[config.mk]
export PLATFORM = sky130hd
export DESIGN_NAME = bram_line_writer
export DESIGN_NICKNAME = d
export VERILOG_FILES = /design/src/rtl/bram_line_writer_pkg.sv /design/src/rtl/bram_line_writer.sv
export SDC_FILE = /design/constraint.sdc
export NUM_CORES = 1
export LEC_CHECK = 0
export BUFFER_PORTS_ARGS = -buffer_cell sky130_fd_sc_hd__buf_2
export CAP_MARGIN = 10
export CORE_MARGIN = 2
export CORE_UTILIZATION = 40
export DETAILED_ROUTE_END_ITERATION = 7
export GPL_ROUTABILITY_DRIVEN = 0
export PLACE_DENSITY = 0.67
export SLEW_MARGIN = 10
export SYNTH_ARGS = -nofsm -noshare
export SYNTH_HDL_FRONTEND = slang
export SYNTH_SLANG_ARGS = --single-unit
export TNS_END_PERCENT = 10
[constraint.sdc]
create_clock -name clk -period 14.18 [get_ports clk]
set_clock_uncertainty 0.05 [all_clocks]
set_input_delay 0 -clock clk [delete_from_list [all_inputs] [get_ports clk]]
set_output_delay 0 -clock clk [all_outputs]
set_load 0.01 [all_outputs]
[src/rtl/bram_line_writer_pkg.sv]
// Shared types and helpers for the BRAM line writer and its BRAM consumer.
package ot_bram_pkg;

    typedef enum logic [1:0] {
        IDLE = 2'd0,
        FILL = 2'd1,
        DONE = 2'd2
    } bram_wr_state_t;

    // Number of input words packed into one BRAM line.
    function automatic int lanes(input int data_width, input int in_width);
        return data_width / in_width;
    endfunction

endpackage

[src/rtl/bram_line_writer.sv]
// Packs a valid/ready stream of IN_WIDTH words into DATA_WIDTH lines and
// writes them to consecutive BRAM addresses starting at 0. Reports done when
// the buffer is full or the fill is flushed early.
module bram_line_writer
    import ot_bram_pkg::*;
#(
    parameter int DATA_WIDTH = 128,
    parameter int ADDR_WIDTH = 3,
    parameter int IN_WIDTH   = 32
) (
    input  logic                  clk,
    input  logic                  rst,
    input  logic                  start,
    input  logic                  flush,
    input  logic                  in_valid,
    input  logic [IN_WIDTH-1:0]   in_data,
    output logic                  in_ready,
    output logic                  wr_en,
    output logic [ADDR_WIDTH-1:0] write_addr,
    output logic [DATA_WIDTH-1:0] data_in,
    output logic                  busy,
    output logic                  done,
    output logic [ADDR_WIDTH:0]   line_count
);

    localparam int RATIO  = lanes(DATA_WIDTH, IN_WIDTH);
    localparam int LANE_W = (RATIO > 1) ? $clog2(RATIO) : 1;
    localparam int CNT_W  = ADDR_WIDTH + 1;

    localparam logic [LANE_W-1:0]     LAST_LANE = LANE_W'(RATIO - 1);
    localparam logic [ADDR_WIDTH-1:0] LAST_ADDR = {ADDR_WIDTH{1'b1}};

    generate
        if ((DATA_WIDTH % IN_WIDTH) != 0 || RATIO < 1) begin : g_width_check
            $error("bram_line_writer: DATA_WIDTH must be an integer multiple of IN_WIDTH");
        end
    endgenerate

    bram_wr_state_t          state;
    logic [LANE_W-1:0]       lane_cnt;
    logic [ADDR_WIDTH-1:0]   ptr;
    logic [DATA_WIDTH-1:0]   asm_line;
    logic [DATA_WIDTH-1:0]   line_next;
    logic                    accept;
    logic                    line_done;
    logic                    partial;

    // Status and handshake decode straight from the state register.
    assign in_ready = (state == FILL);
    assign busy     = (state == FILL);
    assign done     = (state == DONE);

    assign accept    = in_valid && in_ready;
    assign line_done = accept && (lane_cnt == LAST_LANE);
    // A flush has something to write if any lane holds data after capture.
    assign partial   = accept || (lane_cnt != '0);

    // Merge the word being accepted into its lane of the line under assembly.
    always_comb begin
        line_next = asm_line;
        if (accept) begin
            line_next[int'(lane_cnt)*IN_WIDTH +: IN_WIDTH] = in_data;
        end
    end

    // Fill FSM: lane packing, line write strobe, address pointer and counters.
    always_ff @(posedge clk or posedge rst) begin
        if (rst) begin
            state      <= IDLE;
            lane_cnt   <= '0;
            ptr        <= '0;
            asm_line   <= '0;
            wr_en      <= 1'b0;
            write_addr <= '0;
            data_in    <= '0;
            line_count <= '0;
        end else begin
            wr_en <= 1'b0;
            case (state)
                IDLE, DONE: begin
                    if (start) begin
                        state      <= FILL;
                        lane_cnt   <= '0;
                        ptr        <= '0;
                        asm_line   <= '0;
                        line_count <= '0;
                    end
                end

                FILL: begin
                    if (line_done) begin
                        // Full line: write it next cycle, start a clean line.
                        wr_en      <= 1'b1;
                        write_addr <= ptr;
                        data_in    <= line_next;
                        ptr        <= ptr + ADDR_WIDTH'(1);
                        line_count <= line_count + CNT_W'(1);
                        lane_cnt   <= '0;
                        asm_line   <= '0;
                        if (flush || ptr == LAST_ADDR) begin
                            state <= DONE;
                        end
                    end else if (flush) begin
                        // Early end: unfilled lanes are already zero.
                        if (partial) begin
                            wr_en      <= 1'b1;
                            write_addr <= ptr;
                            data_in    <= line_next;
                            ptr        <= ptr + ADDR_WIDTH'(1);
                            line_count <= line_count + CNT_W'(1);
                        end
                        lane_cnt <= '0;
                        asm_line <= '0;
                        state    <= DONE;
                    end else if (accept) begin
                        asm_line <= line_next;
                        lane_cnt <= lane_cnt + LANE_W'(1);
                    end
                end

                default: begin
                    state <= IDLE;
                end
            endcase
        end
    end

endmodule

==> run metrics <==
outcome finished clean; Worst-Margin Slew roughly 1.2 ns; Root Buffer clkbuf_16; Ys Warns 0; Starting Density 0.4081; clk slew on worst S/H paths roughly 0.06 ns; min cycle time layout 3.391 ns; Core Rows 60; GRT Util Overall 0.2169; Yosys reg bits approximately 270; antenna-violating nets left 0; Fin. Hold Viols 0; FF/Latch Area just under 0.007 mm²; WP data required roughly 15 ns; largest net degree at the start of global routing 144; Core Area ~0.027 mm²; EDFF count, synth 0; design area ~0.013 mm²; antenna diode count 0; sequential share of the synthesized area 0.6165; H-tree depth 1; io pins roughly 180; clk buf depth 3; Placed Area ~0.012 mm²; DR DRC count 0; NumNets Final between 1000 and 1500; Setup crit end kind flip-flop; area share of the largest cell type after synthesis 0.6165; Worst-Skew Late Latency 0.53 ns; first-pass GRT wire length a little under 50 mm; Post-Syn Area 0.01100 mm²; top cells by area, synth dfrtp_1 62%, a22o_1 8.0%, nor2_1 7.8%; fraction of layout cells with a size suffix above 1 0.2245; CP max FO 35; max-slew violations 0; TNS Setup 0 ns; Avg Inst Size Synth between 10 and 15 µm²; Hold Crit Class in2async; PortBufs roughly 180; DRT iter0 DRCs roughly 800; final-report setup violation count 0; P&R area growth vs syn 21.94%; Mapped Cells between 900 and 1000; count leader, synth dfrtp_1; area leader, netlist dfrtp_1; antenna violations before repair 0; DR WL/cell 20.25 µm; DP HPWL 18.86 mm; Pleak around 6.4 nW; crit path kind reg2reg; element type at the critical path start flip-flop; chip width ~170 µm; Fmax achieved 294.9 MHz; cts repair resizes 0; Primary FF master, synth dfrtp_1; syn_nets just over 1000; Max-Cap Viols 0; Commonest cells post-synth 271 x dfrtp_1, 228 x nor2_1, 100 x a22o_1; overall routed net length 30.72 mm; Synth async-reset ratio 1.000; via count 8456; die footprint about 0.029 mm²; CP Data Arrival Time 3.80 ns; number of global-route vias before repair around 8400; post-CTS setup buffer count 0; Tcrit/Tclk final 0.2391; unrepaired setup endpoints after global routing no; Pre-antenna DRT Iters 5; Die H 169.8 µm; clock sinks around 270; Multi-input gate area about 0.0038 mm²; GR Overflow Total 0; filler instances between 2000 and 2500; cts bufs inserted 29; Post-CTS Hold Buffers 38; number of distinct library cells after synthesis 39; CTS tree built; peak supply drop 0.09280 mV; worst rel slew slack 0.2259; vias per cell 5.574; Pwr Density 192.4 mW/mm²
-- critical path, stage by stage (launching register included) --
cell	delay, ns
dfrtp_1	0.40
inv_1	0.14
ha_1	0.18
nand4b_2	0.78
nor3_2	1.04
and2b_1	0.50
a22o_1	0.23
-- metal layers --
metal	routed length, µm	vias up	share of wire	track usage
met5	0	-	0	0
li1	-	3886	-	-
met4	586	0	0.019	0.05388
met1	14100	4237	0.46	0.3116
met2	13650	292	0.44	0.3345
met3	2392	41	0.078	0.04977
-- report_power, final --
part	internal, mW	switching, mW
sequential	0.972	0.118
clock	0.453	0.312
combinational	0.278	0.448
total	1.70	0.878
-- placed cells by master (no fill, tap or decap), drive strengths merged, types with 3 or more instances in the layout --
master,count
a221oi,96
a22o,100
a31oi,32
and2,32
buf,188
clkbuf,38
clkinv,9
clkinvlp,3
dfrtp,271
dlygate4sd3,38
ha,8
inv,11
mux2i,3
nand2,47
nand2b,6
nand3,35
nand4b,4
nor2,228
nor2b,4
nor3,3
o21ai,5
-- per-stage QoR --
step	hold WS (ns)	power, mW	setup WS [ns]	util	cells
after CTS	0.2378	2.607	10.85	0.4977	1517
after detailed placement	0.2535	1.829	10.91	0.4471	1426
after global placement	0.2568	1.813	11.07	0.4471	1426
after floorplan	0.08253	1.494	6.663	-	979
final	0.1608	2.580	10.79	0.4977	1517
after global routing	0.2854	2.741	10.55	0.4977	1517
-- cell families (layout without fill, tap and decap cells) --
group,count (synthesis),in the layout,share of synthesized area
simple gates,365,365,0.1480
flops,271,271,0.6165
compound gates,238,238,0.1804
buf+inv,92,289,0.04118
fa+ha+maj,8,8,0.009101
mux,5,5,0.004778
-- path summary, 6_finish.rpt --
| path | startpoint | end | slack (ns) | depth (start not counted) |
|---|---|---|---|---|
| setup reg to reg | lane_cnt[1] | asm_line[36] | 10.79 | 6 |
| min in group clk | in_data[1] | asm_line[1] | 0.29 | 3 |
| max in group asynchronous | rst | asm_line[109] | 12.39 | 4 |
| hold / removal | rst | asm_line[68] | 0.16 | 3 |
| hold reg to reg | write_addr[0] | write_addr[0] | 0.42 | 2 |
| setup / recovery | lane_cnt[1] | asm_line[36] | 10.79 | 6 |
-- area by class of cell --
cell class                      instances  share of cell area
Inverter                               10            0.003731
Clock buffer                           38             0.06259
Timing Repair Buffer                  226              0.1009
Multi-Input combinational cell        616              0.2846
Tap cell                              341             0.03181
Clock inverter                         15             0.01073
Sequential cell                       271              0.5056
-- sequential cells by signal, summed over array words and instances, names as in the netlist --
| name | count |
|---|---|
| asm_line | 128 |
| data_in | 128 |
| line_count | 4 |
| ptr | 3 |
| write_addr | 3 |
| lane_cnt | 2 |
| state | 2 |
| wr_en | 1 |
(Power assumes the default switching activity.)
